--- config.mk ---
export PLATFORM = sky130hd
export DESIGN_NAME = cond_exec_stage
export DESIGN_NICKNAME = d
export VERILOG_FILES = /design/src/rtl/cond_exec_pkg.sv /design/src/rtl/cond_exec_stage_cond_check.sv /design/src/rtl/cond_exec_stage.sv
export SDC_FILE = /design/constraint.sdc
export NUM_CORES = 1
export LEC_CHECK = 0
export CAP_MARGIN = 10
export CORE_MARGIN = 4
export CORE_UTILIZATION = 43
export CTS_BUF_LIST = sky130_fd_sc_hd__clkbuf_8 sky130_fd_sc_hd__clkbuf_16
export CTS_CLUSTER_DIAMETER = 200
export CTS_CLUSTER_SIZE = 16
export DETAILED_ROUTE_END_ITERATION = 10
export GPL_TIMING_DRIVEN = 0
export PLACE_DENSITY = 0.78
export SKIP_CTS_REPAIR_TIMING = 1
export SYNTH_ARGS = -nofsm -noshare
export SYNTH_HDL_FRONTEND = slang
export SYNTH_SLANG_ARGS = --single-unit
--- constraint.sdc ---
create_clock -name clk -period 2.9 [get_ports clk]
set_input_delay 0.87 -clock clk [delete_from_list [all_inputs] [get_ports clk]]
set_output_delay 0.87 -clock clk [all_outputs]
set_load 0.01 [all_outputs]
--- src/rtl/cond_exec_pkg.sv ---
// Shared types for the D->E conditional-execution stage.
// Condition codes, NZCV flag layout and the E-register control bundle.
// Pure type/constant package; no logic.
package cond_exec_pkg;

  // ARM condition field encodings
  typedef enum logic [3:0] {
    COND_EQ = 4'h0,
    COND_NE = 4'h1,
    COND_CS = 4'h2,
    COND_CC = 4'h3,
    COND_MI = 4'h4,
    COND_PL = 4'h5,
    COND_VS = 4'h6,
    COND_VC = 4'h7,
    COND_HI = 4'h8,
    COND_LS = 4'h9,
    COND_GE = 4'hA,
    COND_LT = 4'hB,
    COND_GT = 4'hC,
    COND_LE = 4'hD,
    COND_AL = 4'hE,
    COND_NV = 4'hF
  } cond_e;

  // Architectural flags, MSB first: {N,Z,C,V}
  typedef struct packed {
    logic n;
    logic z;
    logic c;
    logic v;
  } flags_t;

  // Single-bit controls held in the E register (ALU op kept separately,
  // its width is a top-level parameter)
  typedef struct packed {
    logic       pcs;
    logic       regw;
    logic       memw;
    logic       nowrite;
    logic       memtoreg;
    logic       alusrc;
    logic [1:0] flagw;
    cond_e      cond;
  } ctrl_e_t;

  // Bit positions inside FlagW
  localparam int FLAGW_NZ = 1;
  localparam int FLAGW_CV = 0;

endpackage

--- src/rtl/cond_exec_stage_cond_check.sv ---
// Condition evaluator: cond field vs NZCV -> pass/fail.
// Latency: 0 cycles (purely combinational).
// Backpressure: none; stateless.
module cond_check
  import cond_exec_pkg::*;
(
  input  cond_e  i_cond,
  input  flags_t i_flags,
  output logic   o_cond_ex
);

  // Decode the condition against the current flags
  always_comb begin
    o_cond_ex = 1'b1;
    case (i_cond)
      COND_EQ: o_cond_ex = i_flags.z;
      COND_NE: o_cond_ex = ~i_flags.z;
      COND_CS: o_cond_ex = i_flags.c;
      COND_CC: o_cond_ex = ~i_flags.c;
      COND_MI: o_cond_ex = i_flags.n;
      COND_PL: o_cond_ex = ~i_flags.n;
      COND_VS: o_cond_ex = i_flags.v;
      COND_VC: o_cond_ex = ~i_flags.v;
      COND_HI: o_cond_ex = i_flags.c & ~i_flags.z;
      COND_LS: o_cond_ex = ~i_flags.c | i_flags.z;
      COND_GE: o_cond_ex = (i_flags.n == i_flags.v);
      COND_LT: o_cond_ex = (i_flags.n != i_flags.v);
      COND_GT: o_cond_ex = ~i_flags.z & (i_flags.n == i_flags.v);
      COND_LE: o_cond_ex = i_flags.z | (i_flags.n != i_flags.v);
      default: o_cond_ex = 1'b1;  // AL and 1111 both execute unconditionally
    endcase
  end

endmodule

--- src/rtl/cond_exec_stage.sv ---
// D->E pipeline register with conditional gating of PC/reg/mem/flag writes.
// Latency: 1 cycle D->E capture; gated outputs and CondExE are 0-cycle from E state.
// Backpressure: StallE holds E and blocks flag update; FlushE (wins) inserts a bubble.
module cond_exec_stage
  import cond_exec_pkg::*;
#(
  parameter int         ALU_CTRL_W = 3,
  parameter logic [3:0] FLAGS_RST  = 4'b0000
) (
  input  logic                  clk,
  input  logic                  rst_n,
  input  logic                  StallE,
  input  logic                  FlushE,
  input  logic                  PCSD,
  input  logic                  RegWD,
  input  logic                  MemWD,
  input  logic                  NoWriteD,
  input  logic                  MemtoRegD,
  input  logic                  ALUSrcD,
  input  logic [ALU_CTRL_W-1:0] ALUControlD,
  input  logic [1:0]            FlagWD,
  input  logic [3:0]            CondD,
  input  logic [3:0]            ALUFlags,
  output logic                  PCSrcE,
  output logic                  RegWriteE,
  output logic                  MemWriteE,
  output logic                  MemtoRegE,
  output logic                  ALUSrcE,
  output logic [ALU_CTRL_W-1:0] ALUControlE,
  output logic                  CondExE,
  output logic                  ValidE,
  output logic [3:0]            FlagsQ
);

  ctrl_e_t               r_ctrl;
  logic [ALU_CTRL_W-1:0] r_alu_ctrl;
  logic                  r_valid;
  flags_t                r_flags;

  ctrl_e_t               w_ctrl_d;
  flags_t                w_alu_flags;
  logic                  w_cond_ex;
  logic                  w_exec;
  logic                  w_flag_we;

  // Bundle decoder outputs into the E-register layout
  always_comb begin
    w_ctrl_d          = '0;
    w_ctrl_d.pcs      = PCSD;
    w_ctrl_d.regw     = RegWD;
    w_ctrl_d.memw     = MemWD;
    w_ctrl_d.nowrite  = NoWriteD;
    w_ctrl_d.memtoreg = MemtoRegD;
    w_ctrl_d.alusrc   = ALUSrcD;
    w_ctrl_d.flagw    = FlagWD;
    w_ctrl_d.cond     = cond_e'(CondD);
  end

  assign w_alu_flags = flags_t'(ALUFlags);

  // E register: flush beats stall beats load
  always_ff @(posedge clk or negedge rst_n) begin
    if (!rst_n) begin
      r_ctrl     <= '0;
      r_alu_ctrl <= '0;
      r_valid    <= 1'b0;
    end else if (FlushE) begin
      r_ctrl     <= '0;
      r_alu_ctrl <= '0;
      r_valid    <= 1'b0;
    end else if (!StallE) begin
      r_ctrl     <= w_ctrl_d;
      r_alu_ctrl <= ALUControlD;
      r_valid    <= 1'b1;
    end
  end

  cond_check u_cond_check (
    .i_cond    (r_ctrl.cond),
    .i_flags   (r_flags),
    .o_cond_ex (w_cond_ex)
  );

  // An instruction only has side effects if it is real and its condition holds
  assign w_exec = r_valid & w_cond_ex;

  // Flags commit only on the edge where the instruction leaves E normally,
  // so a stalled instruction writes once and a flushed one never does
  assign w_flag_we = w_exec & ~StallE & ~FlushE;

  // NZCV register with independent N/Z and C/V write lanes
  always_ff @(posedge clk or negedge rst_n) begin
    if (!rst_n) begin
      r_flags <= flags_t'(FLAGS_RST);
    end else if (w_flag_we) begin
      if (r_ctrl.flagw[FLAGW_NZ]) begin
        r_flags.n <= w_alu_flags.n;
        r_flags.z <= w_alu_flags.z;
      end
      if (r_ctrl.flagw[FLAGW_CV]) begin
        r_flags.c <= w_alu_flags.c;
        r_flags.v <= w_alu_flags.v;
      end
    end
  end

  assign PCSrcE      = r_ctrl.pcs & w_exec;
  assign RegWriteE   = r_ctrl.regw & ~r_ctrl.nowrite & w_exec;
  assign MemWriteE   = r_ctrl.memw & w_exec;
  assign MemtoRegE   = r_ctrl.memtoreg;
  assign ALUSrcE     = r_ctrl.alusrc;
  assign ALUControlE = r_alu_ctrl;
  assign CondExE     = w_cond_ex;
  assign ValidE      = r_valid;
  assign FlagsQ      = r_flags;

endmodule
* Word level (Yosys, flattened, before mapping)
Index checks and enable logic that the tools add are counted.
** Storage, ports and cells
- Flip-flop bits (word level) :: 20
- Bits of input ports :: 23
- Output and inout port bits :: 14
- Logic and storage cells :: 58
** Cells by class
- Eq/ne operators :: 16
- Muxes and demuxes :: 7
- Bitwise gates (word level) :: 18
- Reduce and logical (&&, ||, !) cells :: 3
** Operators with widths (count)
- == test 4 bit, second input constant :: 6
- 2-to-1 mux 12 bit :: 2
- == test 4 x 3 -> 1 bit, second input constant :: 4
- one-hot mux 1 bit (14 select lines) :: 1
- AND 1 bit :: 9
- == test 4 x 2 -> 1 bit, second input constant :: 2
- inverter 1 bit :: 7
- 2-to-1 mux 3 bit :: 2
- == test 4 x 1 -> 1 bit, second input constant :: 1
- zero test 4 bit :: 1
- AND reduction 2 bit :: 2
- 2-to-1 mux 1 bit :: 2
- != test 2 x 1 -> 1 bit, second input constant :: 1
- bitwise OR 1 bit :: 2
- == test 1 bit :: 1
- != test 1 bit :: 1

* Logic depth before layout (Yosys ltp)
- Depth in word-level cells :: 7
- Depth in mapped cells :: 7
- Mapped depth without buffers :: 6

* By module
From an unflattened synthesis, not the netlist that was laid out.
** Second synthesis, totals
- Cells, all modules :: 89
- Area, all modules :: 993.5 um2
** Modules (own cells, without submodules)
- cond_exec_stage :: instances 1, cells each 66, area an instance 828.3 um2, seq. area each 500.5 um2
- cond_check :: instances 1, cells each 23, area an instance 165.2 um2, seq. area each 0.0 um2

* Worst setup path before layout
No wires, ideal clock.
- Kind :: register -> output
- From :: register r_flags, in the netlist FlagsQ[3]
- To :: output port MemWriteE
- Data arrival time :: 1.592 ns
- Required time :: 2.030 ns
- Setup slack :: 0.438 ns
- Cell stages (with the launch flop) :: 6
- Path buffers :: 0
- Cell sequence :: dfrtp_1 > xnor2_1 > a31oi_1 > xnor2_1 > a311o_2 > and3_2
** On the way
- Cells in the longest elaborated chain, start to end :: 5
- Elaborated cells on any way between the ends :: 8
- Classes of those cells :: eq/ne: 2; mux: 1; bitwise: 5
** RTL lines
- start, declared :: RTL line cond_exec_stage.sv:38 : flags_t r_flags;
- start signal, assigned :: RTL line cond_exec_stage.sv:94 : r_flags <= flags_t'(FLAGS_RST);
- != test 1 bit / == test 1 bit (equally long branches)
- bitwise OR 1 bit / AND 1 bit (equally long branches) :: RTL line cond_exec_stage_cond_check.sv:29, cond_exec_stage_cond_check.sv:28
- one-hot mux 1 bit (14 select lines) * :: RTL line cond_exec_stage_cond_check.sv:15 : case (i_cond)
- named net CondExE :: RTL line cond_exec_stage.sv:30 : output logic CondExE,
- AND 1 bit * :: RTL line cond_exec_stage.sv:85 : assign w_exec = r_valid & w_cond_ex;
- AND 1 bit * :: RTL line cond_exec_stage.sv:109 : assign MemWriteE = r_ctrl.memw & w_exec;
- end, declared :: RTL line cond_exec_stage.sv:26 : output logic MemWriteE,
The timed path passes the listed nets; every way through them passes the cells marked *.

* Final worst setup path
- From :: register r_ctrl[0] (netlist bit)
- To :: output port PCSrcE
** On the way
- Cells in the longest elaborated chain, start to end :: 4
- Elaborated cells on any way between the ends :: 17
- Classes of those cells :: eq/ne: 13; mux: 1; bitwise: 2; reduce/logical: 1
** RTL lines
- start, declared :: RTL line cond_exec_stage.sv:35 : ctrl_e_t r_ctrl;
- start signal, assigned :: RTL line cond_exec_stage.sv:72 : r_ctrl <= w_ctrl_d;
- == test 4 bit (tied with other cells) :: RTL line cond_exec_stage_cond_check.sv:15
- one-hot mux 1 bit (14 select lines) * :: RTL line cond_exec_stage_cond_check.sv:15
- AND 1 bit * :: RTL line cond_exec_stage.sv:85
- AND 1 bit * :: RTL line cond_exec_stage.sv:107 : assign PCSrcE = r_ctrl.pcs & w_exec;
- end, declared :: RTL line cond_exec_stage.sv:24 : output logic PCSrcE,
Mark *: on every way between the ends. The rest lies on a longest branch, timed or not.

==> results.toml <==
[detailed_routing]
drt_wl_total_um = 2320
wire_per_inst_um = 14.6
dr.pass1.iters = 4
wl_met3_um = 152
via_count = 802
wl_met1_um = 982
vias_per_cell = 5.04
top_layer_used = "met4"
drcViolationCount = 0
ant_nets = 0
drt_iter0_markers = 10
met2_length_um = 1160

[critical_path]
path_cells = "bufbuf_16 -> xnor2_1 -> o32ai_2 -> a311o_2 -> buf_6 -> and3_2 -> clkbuf_2"
startpoint_type = "flip-flop"
critPathMaxStageDelay_ns = 0.37
worst_setup_path_end_kind = "output port"
cp.arrival_ns = 2.07
slowest_stage = "a311o_2"
path_class = "reg2out"
crit_fanout = 6
crit_path_start = "r_ctrl[0]$_DFFE_PN0P_"
crit_required_ns = 2.03
reg2reg_from = "r_ctrl[0]$_DFFE_PN0P_"

[floorplanning]
die_w_um = 56.2
die_area_um2 = 3150
ios = 37
std_cell_rows = 17
die_h_um = 56.2
coreArea_um2 = 2210
start_util = 0.451

[synthesis]
syn_avg_cell_area_um2 = 11.3
syn_inst = 88
synthArstFlopShare = 1.00
ys_seq_area_frac = 0.502
synth_cell_types = 24
syn-cell-area_um2 = 997
yosys.area.top_type_share = 0.502
yosys-top-cells-area = "dfrtp_1, mux2i_1, nor2_1"
ys_warn_count = 0
ys.flop_type = "dfrtp_1"
synth_fp_nets = 111
ys_ff_latch = 20
synth_enable_flop_cells = 0
yosysTopAreaCell = "dfrtp_1"

[global_routing]
grt_pass1_wl_um = 3820
grt_pass1_vias = 884
grt_max_degree = 21
track_usage = 0.152
antenna_found_initial = 0
grt.overflow.total = 0

[place]
io_buffers = 34
dpl.hpwl_um = 1640
globalplace.congestion = 0.683
place_area_um2 = 1370

[clock_tree]
cts_tree = "done"
clkSinkCount = 20
worst_skew_pair.late_latency_ns = 0.26
clk_pin_slew_worst_paths_ns = 0.07
cts_buffers = 3
cts_root_buf = "clkbuf_8"
h-tree-depth = 1
cts_max_path_buffers = 2

[status]
violations = "negative setup slack"
status = "finished, violations left"

[timing]
grt_setup_unrepaired = "true"
setup_viol = 2
clock.fmax_ghz = 0.340
maxSlewHeadroom = 0.423
clock_skew_ns = 0.00312
drv_slew = 0
period_needed_ns = 2.94
max_slew.worst_pin.slew_ns = 0.863
final_hold_viol_count = 0
post-route-period-util = 1.02
fin_ws_ns = -0.0444

[cells_and_area]
insertedDiodeCount = 0
fin_area_um2 = 1480
drive_above_1_share = 0.168
synthToLayoutAreaGrowth_pct = 48.2
fin_nets = 155

[power_and_ir_drop]
peakVddDrop_v = 0.000381
p_leak_nw = 0.700
p_total_uw = 679
p_per_area_nw_per_um2 = 459

[hold_path]
min_from = "MemtoRegE$_DFFE_PN0P_"
hold_path_class = "reg2reg"

[job]
drv_cap = 0
[routing by layer]
metal | track usage | vias to the layer above
met5 | 0 | -
met4 | 0.0508 | 0
met3 | 0.0418 | 5
met2 | 0.252 | 29
met1 | 0.190 | 382
li1 | - | 386
[sequential cells by signal (all words and copies together), names as in the netlist]
signal       cells
ALUControlE      3
r_ctrl          10
MemtoRegE        1
ValidE           1
ALUSrcE          1
FlagsQ           4
[critical path, delay by kind of cell (launching register included)]
kind	cells	cell delay, ns
XOR/XNOR	1	0.24
AND/OR/NAND/NOR	1	0.21
buffers and inverters	3	0.52
flip-flops	1	0.36
AO/OA/AOI/OAI	2	0.49
[cell usage in the layout (no fill, tap or decap), types with 4 or more instances in the layout]
cell / n
clkdlybuf4s50_1: 30
clkbuf_8: 4
mux2_1: 4
dfrtp_1: 18
clkbuf_1: 4
nor2_1: 16
inv_1: 4
buf_4: 4
mux2i_1: 15
[kinds of logic after synthesis]
group	count (synthesis)	synth area share
AND/OR/NAND/NOR	27	0.133
AO/OA/AOI/OAI	7	0.0502
flip-flops	20	0.502
multiplexers	20	0.206
XOR/XNOR	4	0.0351
buffers and inverters	10	0.0740
[worst paths after layout]
kind | end | slack, ns | cells past startpoint
worst max register to register | FlagsQ[0]$_DFFE_PN0P_ | 0.81 | 7
worst max-delay path | PCSrcE | -0.04 | 7
worst min register to register | MemtoRegE$_DFFE_PN0P_ | 0.53 | 2
min in group asynchronous | r_ctrl[8]$_DFFE_PN0P_ | 1.10 | 1
worst min-delay path | MemtoRegE$_DFFE_PN0P_ | 0.53 | 2
max in group asynchronous | FlagsQ[0]$_DFFE_PN0P_ | 1.21 | 1
[through the flow]
step | setup TNS (ns) | hold WS, ns | cells | setup WS (ns) | util
2_1_floorplan | 0 | 0.481 | 88 | 0.438 | -
4_1_cts | -1.28 | 0.538 | 154 | -0.376 | 0.645
5_1_grt | -0.260 | 0.564 | 159 | -0.140 | 0.668
6_report | -0.0609 | 0.531 | 159 | -0.0444 | 0.668
3_5_place_dp | -0.228 | 0.516 | 150 | -0.0803 | 0.620
3_3_place_gp | -0.215 | 0.500 | 150 | -0.0863 | 0.620
[synth_stat cells, types with 2 or more instances]
library cell	count
nor2_1	16
inv_1	4
mux2i_1	16
mux2_1	4
nand2_1	2
dfrtp_1	20
clkbuf_1	4
and3_2	2
xnor2_1	3
a31oi_1	2
nand4_1	2
[final cells by class]
class                      count  area, um2
inverter                       4       15.0
tap                           28       35.0
buffer                         6       58.8
sequential                    20        503
multi-input combinational     58        442
clock buffer                   4       55.1
fill                         181        734
timing repair buffer          39        369
[power by group]
part           total, mW  switching, mW  internal [mW]
Sequential         0.315         0.0177          0.297
Clock              0.208         0.0876          0.121
Combinational      0.156         0.0596         0.0961
(Power assumes the default switching activity.)
==> edit 1: new RTL, same settings <==
Put one more register stage on the output `FlagsQ`, with the module's reset. The value now appears one clock later. The other outputs are not delayed to match.
--- a/src/rtl/cond_exec_stage.sv
+++ b/src/rtl/cond_exec_stage.sv
@@ -113,5 +113,11 @@
   assign CondExE     = w_cond_ex;
   assign ValidE      = r_valid;
-  assign FlagsQ      = r_flags;
+  always_ff @(posedge clk or negedge rst_n) begin
+    if (!rst_n) begin
+      FlagsQ <= '0;
+    end else begin
+      FlagsQ <= r_flags;
+    end
+  end
 
 endmodule
Behaviour: not the same (a bounded check fails within 4 cycles, from zero or initial values and one cycle with rst_n low).
==> edit 1 against the unedited design <==
Area after synthesis is 10% higher. The flow still finishes with violations (setup timing). Sequential cell count rose by 4. Largest cell class unchanged. Design area grew 7.1%. Sequential power is 19% higher. Register-to-register slack lost 0.16 ns. Routed wire length up 6.8%. Count of clock-buffer cells in the layout unchanged. Power is 12% higher. Setup slack got worse by 0.027 ns. Final cell count up 4.4%. Critical path type unchanged.
==> edit 1: results (changes against the unedited design) <==
* Status: complete, but fails checks
* Failing checks: setup timing
* Final HPWL DP at 1800 um (+9.6%)
* Via/cell ratio at 5.12 (+1.5%)
* Syn nets at 115 (+3.6%)
* Final #Nets at 160 (+3.2%)
* First-pass GRT wire length at 3890 um (+2.0%)
* Met2 routed WL at 1280 um (+10%)
* Area share of xor/xnor cells in the synthesized design at 3.19% (-0.32 points)
* Final setup skew at 0.00156 ns (-0.00156 ns)
* Dpl ws at -0.101 ns (-0.0207 ns)
* 1st-iter DRT viols at 17 (+7)
* Longest Clk Path Bufs at 2 (unchanged)
* Setup_tns at -0.140 ns (-0.0791 ns)
* Most common library cells after synthesis: dfrtp_1, mux2i_1, nor2_1
* WL met3 at 133 um (-13%)
* Post-Syn Instances at 92 (+4.5%)
* Post-DP Area at 0.00148 mm^2 (+7.5%)
* CP arrival at 2.10 ns (+0.03 ns)
* Met1 wire length at 1040 um (+5.8%)
* GPL Wtd Cong at 0.709 (+3.8%)
* Leakage dissipation at 0.758 nW (+8.4%)
* Max FO, Critical Path at 4 (-2)
* Distinct cells, synth at 24 (unchanged)
* Mux share of post-synthesis cell area at 18.7% (-1.9 points)
* Complex-gate fraction of the synthesized area at 4.56% (-0.46 points)
* Synth area leaders: dfrtp_1, mux2i_1, nor2_1
* Register area share after synthesis at 54.7% (+4.5 points)
* Share of layout cells above drive strength 1 at 15.4% (-1.4 points)
* Final non-filler cell total at 166 (+4.4%)
* Gr usage total at 15.2% (+0.028 points)
* Worst vdd ir at 0.000361 V (-5.2%)
* Final setup fails at 2 (unchanged)
* Final worst slack at -0.0714 ns (-0.0271 ns)
* Vias in the first global route at 889 (+0.57%)
* Slew headroom at 29.8% (-13 points)
* Adder-cell share of the synthesized area at 0% (unchanged)
==> edit 1: cell types whose count changed after synthesis <==
cell     before  now
dfrtp_1      20   24
==> edit 1: worst max-delay path, cell delays in order, from the launching register on <==
cell and delay [ns]:
dfrtp_2 0.45, xnor2_2 0.22, a31oi_1 0.13, xnor2_1 0.14
a311o_2 0.44, buf_6 0.13, and3_2 0.20, buf_6 0.12
==> edit 1: power by group <==
| group | internal, mW | switching, mW | total, mW |
|---|---|---|---|
| Sequential | 0.357 | 0.0173 | 0.374 |
| Clock | 0.121 | 0.103 | 0.225 |
| Combinational | 0.0972 | 0.0620 | 0.159 |
==> edit 1: path summary, 6_finish.rpt <==
check / from / end / slack, ns / cells past startpoint
worst max-delay path: r_flags[0] / PCSrcE / -0.07 / 7
worst min-delay path: r_flags[1] / FlagsQ[1] / 0.42 / 0
worst max register to register: r_flags[0] / r_flags[3] / 0.65 / 8
worst min register to register: r_flags[1] / FlagsQ[1] / 0.42 / 0
max in group asynchronous: rst_n / r_flags[3] / 1.02 / 1
min in group asynchronous: rst_n / FlagsQ[3] / 1.17 / 1
==> edit 1: layer usage <==
| metal | GRT usage, % | vias up |
|---|---|---|
| li1 | - | 399 |
| met1 | 17.2 | 418 |
| met2 | 27.0 | 30 |
| met3 | 3.73 | 3 |
| met4 | 6.95 | 0 |
| met5 | 0 | - |
==> edit 1: area by class of cell <==
type	instances	area [um^2]	area share [%]
Tap cell	30	37.5	2.37
Sequential cell	24	603	38.1
Timing Repair Buffer	40	383	24.2
Clock buffer	4	55.1	3.48
Inverter	4	15.0	0.949
Multi-Input combinational cell	58	430	27.2
Buffer	6	58.8	3.72
==> edit 2: new RTL, config.mk and constraints unchanged <==
Without the edit above. Change the parameter `ALU_CTRL_W` from 3 to 5.
--- a/src/rtl/cond_exec_stage.sv
+++ b/src/rtl/cond_exec_stage.sv
@@ -5,5 +5,5 @@
   import cond_exec_pkg::*;
 #(
-  parameter int         ALU_CTRL_W = 3,
+  parameter int         ALU_CTRL_W = 5,
   parameter logic [3:0] FLAGS_RST  = 4'b0000
 ) (
Interface: changed (resized ALUControlD and ALUControlE); port bits go from 37 to 41. No check against the original RTL was run, so the function may have changed too.
==> edit 2 against the unedited design <==
Largest power group unchanged. Utilization grew 3.3 points. Power grew 17%. Synthesized cell count grew 6.8%. Clock skew shrank 0.0013 ns. Sequential cell count grew 2. Routed wire length grew 6.6%. Setup slack lost 0.15 ns. Area after synthesis grew 7.9%. Critical path depth grew 1. The flow still finishes with violations (setup timing). Fmax shrank 4.8%. Design area grew 9.0%.
==> edit 2: results (changes against the unedited design) <==
* Status: complete, but fails checks
* Min-Delay Path Class: reg2reg
* Largest net degree at the start of global routing at 23 (+9.5%)
* Syn nets at 119 (+7.2%)
* Final #Nets at 168 (+8.4%)
* Register area share after synthesis at 51.2% (+0.97 points)
* Leakage dissipation at 0.755 nW (+8.0%)
* Worst-path clk slew at 0.08 ns
* 1st-iter DRT viols at 9 (-1)
* Gr usage total at 14.2% (-1.0 points)
* Dpl ws at -0.142 ns (-0.0618 ns)
* Failing checks: setup timing
* Crit path max-delay cell type: dfrtp_1
* HP Start: r_ctrl[8]
* CP max stage delay at 0.45 ns (+0.08 ns)
* Worst Tran Pin Value at 0.947 ns (+0.0834 ns)
* Share of layout cells above drive strength 1 at 16.2% (-0.60 points)
* CP delay by family, top: compound AO/OA/AOI/OAI gates
* Synth area leaders: dfrtp_1, mux2i_1, nor2_1
* Setup_tns at -0.545 ns (-0.484 ns)
* Max FO, Critical Path at 5 (-1)
* Post-Syn Instances at 94 (+6.8%)
* Final wirelength at 2480 um (+6.6%)
* Dpl cells at 160 (+6.7%)
* Reg2reg setup slack at 0.68 ns (-0.13 ns)
* Final setup skew at 0.00183 ns (-0.00130 ns)
* TritonCTS Buffers at 3 (unchanged)
* Most common library cells after synthesis: dfrtp_1, mux2i_1, nor2_1
* Worst vdd ir at 0.000391 V (+2.8%)
* Port bufs at 38 (+12%)
* Post-DP Area at 0.00149 mm^2 (+8.7%)
* CP endpoint: MemWriteE
* Distinct cells, synth at 26 (+8.3%)
* Via/cell ratio at 5.10 (+1.1%)
* Sw Ratio at 22.7% (-1.6 points)
* Worst R2R End: FlagsQ[1]
* CP arrival at 2.22 ns (+0.15 ns)
* First-pass GRT wire length at 3660 um (-4.0%)
* Crit path from: FlagsQ[3]
* Vias in the first global route at 789 (-11%)
* R2R cell count at 8 (+1)
* GPL Wtd Cong at 0.708 (+3.7%)
* Final HPWL DP at 1780 um (+8.3%)
* Final setup fails at 3 (+1)
* Final non-filler cell total at 170 (+6.9%)
* Final worst slack at -0.194 ns (-0.150 ns)
[edit 2: cell types whose count changed in the layout (fill, tap and decap cells not counted), moves of 2 or more]
| cell | delta |
|---|---|
| nor2_1 | +2 |
| clkdlybuf4s50_1 | +4 |
| clkbuf_1 | -2 |
| buf_4 | +2 |
| mux2i_1 | +2 |
| dfrtp_1 | +3 |
[edit 2: area by class of cell]
cell class | count | area, um^2
multi-input cells | 62 | 465
inverters | 4 | 15.0
clock inverters | 1 | 30.0
well taps | 28 | 35.0
plain buffers | 6 | 60.1
fillers | 188 | 687
repair buffers | 44 | 412
flip-flops and latches | 22 | 552
clock buffers | 3 | 41.3
[edit 2: cells by family after synthesis]
logic type                after synthesis  synth area share [%]
xor gates and xnor gates                4                  3.26
and+or+nand+nor                        29                  13.0
muxes                                  22                  20.9
buffers and inverters                  10                  6.98
DFF                                    22                  51.2
AOI/OAI and AO/OA                       7                  4.65
[edit 2: power groups by stage]
stage               Clock [mW]  Combinational (mW)  Sequential [mW]
finish                   0.282               0.168            0.343
global route             0.298               0.180            0.346
CTS                      0.286               0.150            0.342
detailed placement           0               0.149            0.348
global placement             0               0.146            0.347
floorplan                    0              0.0692            0.350
[edit 2: worst min-delay path by stage]
stage | to | slack (ns)
floorplan | r_ctrl[11] | 0.48
global placement | r_ctrl[10] | 0.50
detailed placement | r_ctrl[9] | 0.51
CTS | r_ctrl[9] | 0.53
global route | r_ctrl[8] | 0.56
finish | r_ctrl[8] | 0.53
[edit 2: metal layers]
| layer | track usage, % | routed length, um | up-vias |
|---|---|---|---|
| met4 | 2.98 | 15 | 0 |
| met3 | 6.46 | 203 | 4 |
| met1 | 17.2 | 1030 | 416 |
| met5 | 0 | 0 | - |
| met2 | 23.2 | 1230 | 29 |
| li1 | - | - | 418 |
